===== src/rtl/uart_tx_fifo.sv =====
// Generic single-clock FIFO, registered pointers and occupancy.
// Latency: a write is visible on rd_dat the cycle after it is accepted.
// Backpressure: wr_rdy drops when full; rd_vld drops when empty.
module fifo #(
    parameter int W     = 8,
    parameter int DEPTH = 4
) (
    input  logic                   clk,
    input  logic                   arst_n,
    input  logic                   wr_vld,
    output logic                   wr_rdy,
    input  logic [W-1:0]           wr_dat,
    output logic                   rd_vld,
    input  logic                   rd_rdy,
    output logic [W-1:0]           rd_dat,
    output logic [$clog2(DEPTH):0] level
);
    localparam int AW = $clog2(DEPTH);

    logic [W-1:0]  mem [DEPTH];
    logic [AW-1:0] wr_ptr;
    logic [AW-1:0] rd_ptr;
    logic          do_wr;
    logic          do_rd;

    assign wr_rdy = (level != (AW+1)'(DEPTH));
    assign rd_vld = (level != '0);
    assign do_wr  = wr_vld && wr_rdy;
    assign do_rd  = rd_rdy && rd_vld;
    assign rd_dat = mem[rd_ptr];

    always_ff @(posedge clk) begin
        if (!arst_n) begin
            wr_ptr <= '0;
            rd_ptr <= '0;
            level  <= '0;
        end else begin
            if (do_wr) wr_ptr <= wr_ptr + AW'(1);
            if (do_rd) rd_ptr <= rd_ptr + AW'(1);
            level <= level + (AW+1)'(do_wr) - (AW+1)'(do_rd);
        end
    end

    always_ff @(posedge clk) begin
        if (do_wr) mem[wr_ptr] <= wr_dat;
    end
endmodule

// UART transmitter with TX FIFO, configurable width, parity and stop bits.
// Latency: first start bit on the first baud_tick after a word is queued with en=1.
// Backpressure: s_ready = !full (0 in reset); frames chain back-to-back while data remains.
module uart_tx_fifo #(
    parameter int DATA_BITS  = 8,
    parameter int PARITY     = 0,
    parameter int STOP_BITS  = 1,
    parameter int FIFO_DEPTH = 4
) (
    input  logic                          clk,
    input  logic                          arst_n,
    input  logic                          en,
    input  logic                          baud_tick,
    input  logic [DATA_BITS-1:0]          s_data,
    input  logic                          s_valid,
    output logic                          s_ready,
    output logic                          tx,
    output logic                          busy,
    output logic [$clog2(FIFO_DEPTH):0]   fifo_level
);
    localparam int BW = $clog2(DATA_BITS);

    typedef enum logic [2:0] {S_IDLE, S_START, S_DATA, S_PARITY, S_STOP} state_t;

    state_t               state_q, state_d;
    logic [BW-1:0]        bit_cnt_q, bit_cnt_d;
    logic                 stop_cnt_q, stop_cnt_d;
    logic [DATA_BITS-1:0] data_q;
    logic [DATA_BITS-1:0] head;
    logic                 fifo_vld;
    logic                 fifo_rdy;
    logic                 pop;
    logic                 tx_d;

    fifo #(
        .W     (DATA_BITS),
        .DEPTH (FIFO_DEPTH)
    ) u_fifo (
        .clk    (clk),
        .arst_n (arst_n),
        .wr_vld (s_valid),
        .wr_rdy (fifo_rdy),
        .wr_dat (s_data),
        .rd_vld (fifo_vld),
        .rd_rdy (pop),
        .rd_dat (head),
        .level  (fifo_level)
    );

    assign s_ready = fifo_rdy && arst_n;

    always_ff @(posedge clk) begin
        if (!arst_n) begin
            state_q    <= S_IDLE;
            bit_cnt_q  <= '0;
            stop_cnt_q <= 1'b0;
            data_q     <= '0;
            tx         <= 1'b1;
        end else begin
            state_q    <= state_d;
            bit_cnt_q  <= bit_cnt_d;
            stop_cnt_q <= stop_cnt_d;
            tx         <= tx_d;
            if (pop) data_q <= head;
        end
    end

    always_comb begin
        state_d    = state_q;
        bit_cnt_d  = bit_cnt_q;
        stop_cnt_d = stop_cnt_q;
        pop        = 1'b0;
        if (baud_tick) begin
            case (state_q)
                S_IDLE: begin
                    if (en && fifo_vld) begin
                        state_d = S_START;
                        pop     = 1'b1;
                    end
                end
                S_START: begin
                    state_d   = S_DATA;
                    bit_cnt_d = '0;
                end
                S_DATA: begin
                    if (bit_cnt_q == BW'(DATA_BITS - 1)) begin
                        state_d    = (PARITY != 0) ? S_PARITY : S_STOP;
                        stop_cnt_d = 1'b0;
                    end else begin
                        bit_cnt_d = bit_cnt_q + BW'(1);
                    end
                end
                S_PARITY: begin
                    state_d    = S_STOP;
                    stop_cnt_d = 1'b0;
                end
                S_STOP: begin
                    // Final stop period chains straight into the next start bit.
                    if (stop_cnt_q == 1'(STOP_BITS - 1)) begin
                        if (en && fifo_vld) begin
                            state_d = S_START;
                            pop     = 1'b1;
                        end else begin
                            state_d = S_IDLE;
                        end
                    end else begin
                        stop_cnt_d = stop_cnt_q + 1'b1;
                    end
                end
                default: state_d = S_IDLE;
            endcase
        end
    end

    always_comb begin
        busy = (state_q != S_IDLE);
        tx_d = tx;
        if (baud_tick) begin
            case (state_d)
                S_START:  tx_d = 1'b0;
                S_DATA:   tx_d = data_q[bit_cnt_d];
                S_PARITY: tx_d = (^data_q) ^ (PARITY == 2);
                default:  tx_d = 1'b1;
            endcase
        end
    end
endmodule


===== config.mk =====
export PLATFORM = sky130hd
export DESIGN_NAME = uart_tx_fifo
export DESIGN_NICKNAME = d
export VERILOG_FILES = /design/src/rtl/uart_tx_fifo.sv
export SDC_FILE = /design/constraint.sdc
export NUM_CORES = 1
export LEC_CHECK = 0
export BUFFER_PORTS_ARGS = -buffer_cell sky130_fd_sc_hd__clkbuf_2
export CAP_MARGIN = 20
export CORE_MARGIN = 2
export CORE_UTILIZATION = 61
export CTS_BUF_LIST = sky130_fd_sc_hd__clkbuf_8
export DETAILED_ROUTE_END_ITERATION = 8
export MAX_ROUTING_LAYER = met4
export PLACE_DENSITY_LB_ADDON = 0.2
export SKIP_LAST_GASP = 1
export SYNTH_ARGS = -nofsm -noshare
export SYNTH_HDL_FRONTEND = slang
export SYNTH_SLANG_ARGS = --single-unit

===== constraint.sdc =====
create_clock -name clk -period 2.7 [get_ports clk]
set_input_delay 0.405 -clock clk [delete_from_list [all_inputs] [get_ports clk]]
set_output_delay 0.405 -clock clk [all_outputs]
set_load 0.02 [all_outputs]

== Yosys cells after proc, flatten, opt, wreduce, memory -nomap -nowiden ==
Memory sizes are Yosys's and may differ from the RTL's. A register that Yosys moved wholly into a read port is not among the register bits.
Cells that the tools add are included.
Cells by class
  magnitude comparators: 1
  multipliers: 0
  reductions and logical operators: 11
  add/sub/neg operators: 6
  mux-type cells: 21
  equality and inequality tests: 10
  bitwise logic cells: 0
  divide/modulo/power cells: 0
  shift-type cells: 0
Operators by type and width (number)
  2-to-1 mux 3 bit: 6
  case mux 3 bit (5 select lines): 1
  == test 3 x 2 -> 1 bit (second input constant): 4
  2-to-1 mux 1 bit: 9
  nonzero test 3 bit: 3
  XOR reduction 8 bit: 1
  == test 3 x 1 -> 1 bit (second input constant): 2
  == test 3 bit (second input constant): 2
  case mux 1 bit (3 select lines): 2
  case mux 3 bit (2 select lines): 1
  adder 2 x 1 -> 2 bit (second input constant): 2
  logical AND 1 bit: 4
  less-than comparator 3 x 4 -> 1 bit (second input constant): 1
  adder 3 x 1 -> 3 bit: 1
  adder 3 x 1 -> 3 bit (second input constant): 1
  binary-select mux 1 bit (select 3 bit): 1
  logical NOT 3 bit: 1
  != test 3 bit (second input constant): 1
  AND reduction 3 bit: 1
  subtractor 3 x 1 -> 3 bit: 1
  != test 2 bit (second input constant): 1
  case mux 1 bit (2 select lines): 1
  adder 1 bit (second input constant): 1
  logical NOT 1 bit: 1
Word-level totals
  input bits: 13
  latch bits: 0
  logic and storage cells: 57
  output and inout bits: 6
  memory bits (writable): 32
  memories: 1
  bits in read-only memories: 0
  register bits after elaboration: 15
Memory list
  u_fifo.mem: words 4, width 8, rd ports 1, clocked after memory_dff 1, wr ports 1, line 20  | logic [W-1:0] mem [DEPTH];

== Longest topological paths before layout ==
Gate-level depths: netlist of run 1.
  word-level depth: 8
  depth in mapped cells: 11
  gate-level depth less buffers: 9

== Cells and area by module ==
From an unflattened synthesis of run 1, not the netlist that was laid out.
Unflattened totals
  cell total of the unflattened synthesis: 186
  area, all modules: 2546.2 um^2
Modules (own cells, without submodules)
  fifo: area each 1635.3 um^2, times used 1, cells each 90, seq. area each 1141.1 um^2
  uart_tx_fifo: area each 910.9 um^2, times used 1, cells each 96, seq. area each 300.3 um^2

== Worst setup path after synthesis of run 1 ==
Ideal clock, no wire load.
  path kind: register -> register
  start point: register u_fifo.level[0]
  end point: register u_fifo.level[2]
  path buffers: 1
  required time: 2585 ps
  setup time: 115 ps
  arrival: 2341 ps
  cell stages (with the launch flop): 11
  setup slack: 244 ps
  cell sequence: dfxtp_1 -> or3_1 -> nand4_1 -> buf_2 -> inv_1 -> ha_1 -> inv_1 -> ha_1 -> fa_1 -> xnor2_1 -> and2_1
On the way
  longest elaborated chain between the ends: 8
Ends and longest elaborated chain
  start: declaration: line 16  | output logic [$clog2(DEPTH):0] level
  start signal: assignment: line 40  | level <= level + (AW+1)'(do_wr) - (AW+1)'(do_rd);
  nonzero test 3 bit (*): line 27  | assign rd_vld = (level != '0);
  logical AND 1 bit: line 124, 148
  2-to-1 mux 1 bit: line 124, 148
  2-to-1 mux 1 bit: line 147  | if (stop_cnt_q == 1'(STOP_BITS - 1)) begin
  case mux 1 bit (2 select lines): line 122  | case (state_q)
  2-to-1 mux 1 bit: line 121  | if (baud_tick) begin
  logical AND 1 bit (*): line 29  | assign do_rd = rd_rdy && rd_vld;
  named net u_fifo.do_rd: line 24  | logic do_rd;
  subtractor 3 x 1 -> 3 bit (*): line 40
Mark *: on every way through the listed nets, which the timed path passes. The rest lies on a longest branch.
A chain may end at the register's enable or synchronous reset.

== Worst setup path after layout of run 1 ==
  start point: register bit_cnt_q[0]
  end point: register tx
On the way
  longest elaborated chain between the ends: 7
Ends and longest elaborated chain
  start: declaration: line 74  | logic [BW-1:0] bit_cnt_q, bit_cnt_d;
  start signal: assignment: line 109  | bit_cnt_q <= bit_cnt_d;
  adder 3 x 1 -> 3 bit / == test 3 bit (equally long branches): line 138, 134
  2-to-1 mux 3 bit: line 134  | if (bit_cnt_q == BW'(DATA_BITS - 1)) begin
  case mux 3 bit (2 select lines): line 122
  2-to-1 mux 3 bit: line 121
  binary-select mux 1 bit (select 3 bit): line 169  | S_DATA: tx_d = data_q[bit_cnt_d];
  2-to-1 mux 1 bit (implied by the code): line 169
  case mux 1 bit (3 select lines) (*): line 167  | case (state_d)
  end signal: assignment: line 111  | tx <= tx_d;
  end: declaration: line 65  | output logic tx,
Every way passes the cells marked *; elsewhere a longest branch is shown, timed or not. The select of a mux whose other input is x is not followed.

==> impl_metrics.yaml, run 1 <==
synth:
  synth_adder_area_share_pct: 4.51
  synth_seq_cells: 54
  ys_types: 43
  synth.mux.area_fraction_pct: 13.3
  synth_edf_count: 32
  yosys.area_share.simple_pct: 12.1
  yosysTopAreaCell: "edfxtp_1"
  synth_nets: 197
  ys.flop_type: "edfxtp_1"
  yosysSeqAreaShare_pct: 58.7
  synth_top_area_share_pct: 40.3
  synth_xor_area_share_pct: 1.83
  synth_compound_area_share_pct: 6.39
  avgSynthCellArea_um2: 13.6
  synth-async-reset-ratio_pct: 0
  synth_area_mm2: 0.00239
  synth_top_family_by_area: "multiplexers"
  synthTopCellsByArea: "edfxtp_1 40%, dfxtp_1 18%, mux4_2 7.5%"
  postSynthCellCount: 176
  synth_warnings: 0
placed_design:
  dp.cells: 235
  placed_area_mm2: 0.00251
  place_ws_ps: 492
  hpwl_um: 2770
  place_congestion: 0.770
  port_buffers: 18
hold_path:
  hold_class: "input pin to flop"
floorplan:
  core-area_mm2: 0.00372
  ios: 19
  initial_core_util_pct: 64.2
  die_area_mm2: 0.00443
  die_x_um: 66.6
  rows: 22
  die_h_um: 66.6
routing:
  ant_nets: 0
  routed_via_density: 5.78
  drt_wl_total_um: 3920
  drc: 0
  wl_per_cell_um: 16.1
  drtIter0Drc: 59
  vias: 1405
  first_pass_iters: 4
global_route:
  antenna_found_initial: 0
  gr-usage-all-layers_pct: 22.0
  grt_pass1_wl_um: 6740
  grt_remaining_overflow: 0
  grt_pass1_vias: 1418
  grt_start_max_net_pins: 25
outcome:
  status: "complete, no violations"
timing:
  fin_crit_ps: 2240
  slew_headroom_pct: 55.7
  setup_tns_ps: 0
  rsz0062_at_grt: "false"
  finClkSkew_ps: 9.52
  slew_violations: 0
  fin_ws_ps: 459
  setup_violations: 0
  worst_pin_slew_ps: 664
  holdWs_ps: 311
  finalHoldViolCount: 0
  clock.fmax_ghz: 0.446
  period_share_pct: 83.0
clocking:
  cts-resized-gates: 0
  cts_htree_levels: 2
  cts_setup_buffers: 0
  cts_tree: "done"
  numCtsBuffers: 5
  cts-root-buf: "clkbuf_8"
  cts_sinks: 54
  postCtsHoldBufs: 0
  cts.path.max_buffers: 2
  clk_pin_slew_ps: 90
  clk_latency_ps: 310
run:
  drv_cap: 0
power_and_ir_drop:
  leakagePower_nw: 1.03
  power.total_mw: 2.21
  powerDensity_mw_per_mm2: 836
  ir_worst_vdd_uv: 616
cells_and_area:
  drive_gt1_share_pct: 20.5
  layout_commonest_cell: "edfxtp_1"
  nNetsFinal: 215
  diodes: 0
  n_fill_cell: 240
  layout_common_cells: "32 x edfxtp_1, 22 x dfxtp_1, 18 x clkbuf_2"
  fin_util_pct: 71.1
  post-route-cell-area_mm2: 0.00264
  fin_cells: 243
  synthToLayoutAreaGrowth_pct: 10.7
setup_path:
  worstPathCellList: "ha_1 -> a21bo_1 -> or4_4 -> nand2_1 -> mux2_2 -> o311ai_1 -> o21ai_1"
  critPathArrivalTime_ps: 2440
  cp_max_fo: 5
  critPathKind: "flop to flop"
  worst-path-buf-inv: 0
  cp-start-kind: "flop"
  max_stage_delay_ps: 500
  critPathCaptureType: "flop"
  cp.required_ps: 2900
  cp_top_family: "simple AND/OR/NAND/NOR gates"
  cpMaxStageDelayCell: "or4_4"
## cells by family (layout without fill, tap and decap cells)
kind of cell | Yosys count | count (layout)
xor gates and xnor gates | 5 | 5
AOI/OAI and AO/OA | 20 | 20
buffers and inverters | 19 | 38
DFF | 54 | 54
and+or+nand+nor | 49 | 49
muxes | 21 | 21
adders and majority gates | 8 | 8
## power by group
part           switching [mW]  internal, mW  leakage [nW]
Sequential             0.0897         0.995         0.472
Clock                   0.241         0.366        0.0658
Combinational           0.264         0.254         0.495
## synthesized netlist by cell type, types with 2 or more instances
cell type / instances
mux2i_1: 10
nor2_1: 3
nand2_1: 7
mux2_2: 2
nand2b_1: 2
a21oi_1: 2
ha_1: 7
edfxtp_1: 32
inv_1: 11
nand3_1: 3
xnor2_1: 4
clkbuf_1: 4
a32o_1: 2
nor2b_1: 14
dfxtp_1: 22
o21a_1: 2
o2111ai_1: 2
and2_1: 13
buf_2: 3
mux4_2: 8
## worst paths after layout
check                from               end  slack [ps]  cells after the start
max reg2reg  bit_cnt_q[0]                tx         460                      7
max          bit_cnt_q[0]                tx         460                      7
min reg2reg     data_q[3]         data_q[3]         520                      2
min             s_data[6]  u_fifo.mem[0][6]         310                      1
## layer usage
| metal | GRT usage (%) | up-vias | share of wire, % |
|---|---|---|---|
| met5 | - | - | 0 |
| li1 | - | 675 | - |
| met1 | 26.0 | 692 | 41 |
| met2 | 36.4 | 24 | 53 |
| met4 | 8.16 | 0 | 3.0 |
| met3 | 5.91 | 14 | 3.3 |
## state kept, by name, summed over array words and instances (netlist names)
name,cells
u_fifo.rd_ptr,2
u_fifo.mem,32
u_fifo.level,3
tx,1
state_q,3
bit_cnt_q,3
data_q,8
u_fifo.wr_ptr,2
## final cells by class
cell class | count | area (µm²) | share of cell area [%]
Multi-Input combinational cell | 103 | 911 | 34.5
Sequential cell | 54 | 1400 | 53.0
Clock buffer | 5 | 68.8 | 2.60
Inverter | 11 | 41.3 | 1.56
Clock inverter | 3 | 63.8 | 2.41
Timing Repair Buffer | 19 | 97.6 | 3.69
Tap cell | 48 | 60.1 | 2.27
No activity file was read; power rests on OpenSTA's default activity.
==> inputs of run 2 (changes only) <==
clock period = 2.1 ns   (was 2.7 ns; I/O delays follow)
==> impl_metrics.yaml, run 2 (same netlist as run 1, synthesis figures left out) <==
clocking:
  numCtsBuffers: 5
  postCtsHoldBufs: 0
  clk_pin_slew_ps: 100
  cts_htree_levels: 2
  clk_latency_ps: 310
  cts_tree: "done"
  cts_sinks: 54
  cts.path.max_buffers: 2
  cts-root-buf: "clkbuf_8"
power_and_ir_drop:
  power.total_mw: 2.91
  ir_worst_vdd_uv: 606
  powerDensity_mw_per_mm2: 1050
  leakagePower_nw: 1.09
placed_design:
  hpwl_um: 3160
  port_buffers: 18
  place_congestion: 0.789
  placed_area_mm2: 0.00263
setup_path:
  r2r_cells: 7
  max_stage_delay_ps: 510
  reg2reg_from: "bit_cnt_q[0]"
  worstPathCellList: "ha_2 -> a21bo_1 -> or4_4 -> and2_4 -> mux2_4 -> a32o_1 -> o21ai_1"
  cp_max_fo: 3
  cpMaxStageDelayCell: "or4_4"
  critPathCaptureType: "flop"
  cp-start-kind: "flop"
  r2r_end: "tx"
  critPathKind: "flop to flop"
  critPathArrivalTime_ps: 2340
  critPathLaunch: "bit_cnt_q[0]"
  cp.required_ps: 2350
  r2r_setup_slack_ps: 10
  crit_end: "tx"
floorplan:
  core-area_mm2: 0.00372
  rows: 22
  initial_core_util_pct: 64.2
  die_x_um: 66.6
  die_area_mm2: 0.00443
  die_h_um: 66.6
  ios: 19
routing:
  drt_wl_total_um: 4130
  vias: 1467
  drc: 0
  ant_nets: 0
  drtIter0Drc: 96
  routed_via_density: 5.71
  wl_per_cell_um: 16.1
  first_pass_iters: 4
run:
  drv_cap: 0
cells_and_area:
  n_fill_cell: 248
  layout_commonest_cell: "edfxtp_1"
  top_register: "u_fifo.mem"
  drive_gt1_share_pct: 31.6
  synthToLayoutAreaGrowth_pct: 16.6
  top_regs: "u_fifo.mem: 32 flops, data_q: 8 flops"
  nNetsFinal: 229
  post-route-cell-area_mm2: 0.00278
  largest_reg_flops: 32
  diodes: 0
  layout_common_cells: "32 x edfxtp_1, 19 x dfxtp_1, 18 x clkbuf_2"
timing:
  finalHoldViolCount: 0
  clock.fmax_ghz: 0.479
  fin_crit_ps: 2090
  rsz0062_at_grt: "true"
  setup_violations: 0
  slew_violations: 0
  slew_headroom_pct: 70.8
  period_share_pct: 99.4
  finClkSkew_ps: 10.8
  worst_pin_slew_ps: 437
global_route:
  antenna_found_initial: 0
  grt_pass1_wl_um: 6910
  grt_remaining_overflow: 0
  grt_start_max_net_pins: 25
  grt_pass1_vias: 1503
  gr-usage-all-layers_pct: 22.3
hold_path:
  hold_class: "input pin to flop"
outcome:
  status: "complete, no violations"
## run 2: cell types whose count changed in the layout (fill, tap and decap cells not counted), sizes merged
cell	delta
bufinv	-1
buf	+14
inv	+1
## run 2: power by group
part	internal [mW]	switching [mW]
combinational	0.419	0.426
clock	0.362	0.347
sequential	1.29	0.0707
total	2.07	0.844
## run 2: worst min path at each step
stage | from | end | slack [ps] | depth (start not counted)
floorplan | s_data[0] | u_fifo.mem[0][0] | 410 | 0
global placement | data_q[5] | data_q[5] | 500 | 2
detailed placement | data_q[0] | data_q[0] | 520 | 2
CTS | s_data[6] | u_fifo.mem[0][6] | 210 | 1
global route | s_data[7] | u_fifo.mem[0][7] | 210 | 1
finish | s_data[2] | u_fifo.mem[3][2] | 220 | 1
## run 2: layout make-up
type                       instances  area (µm²)  area share, %
tap                               48        60.1           2.16
multi-input combinational        103         950           34.1
clock buffer                       5        68.8           2.47
clock inverter                     3        47.5           1.71
timing repair buffer              33         203           7.28
inverter                          11        43.8           1.57
sequential                        54        1410           50.7
## run 2: through the flow
stage / cells / setup WS [ps] / hold WS, ps / TNS, ps / utilization [%]
after global routing: 257 / -41.1 / 207 / -62.0 / 74.9
after floorplan: 176 / -143 / 414 / -241 / -
final: 257 / 13.2 / 219 / 0 / 74.9
after detailed placement: 246 / -18.2 / 522 / -18.2 / 70.8
after global placement: 246 / 66.9 / 501 / 0 / 70.8
after CTS: 254 / -1.24 / 206 / -1.24 / 74.2
## run 2: timing repair
| action | 4_1_cts | 5_1_grt |
|---|---|---|
| buffers inserted | 0 | 3 |
| resized for setup | 2 | 2 |
| endpoints found under the setup margin | 2 | 3 |
| pin swaps | 2 | 3 |
## run 2: layer usage
metal	share of wire (%)	global-route usage (%)	up-vias
met5	0	-	-
met4	0.65	6.12	0
met3	2.9	5.07	5
met2	56	40.5	21
met1	40	24.7	738
li1	-	-	703
## run 2: worst max-delay path, delay by kind of cell (launching register included)
| kind | cells | cell delay (ps) |
|---|---|---|
| AND/OR/NAND/NOR | 2 | 680 |
| AO/OA/AOI/OAI | 3 | 550 |
| flip-flops | 1 | 330 |
| multiplexers | 1 | 290 |
| adder cells (fa/ha/maj) | 1 | 180 |
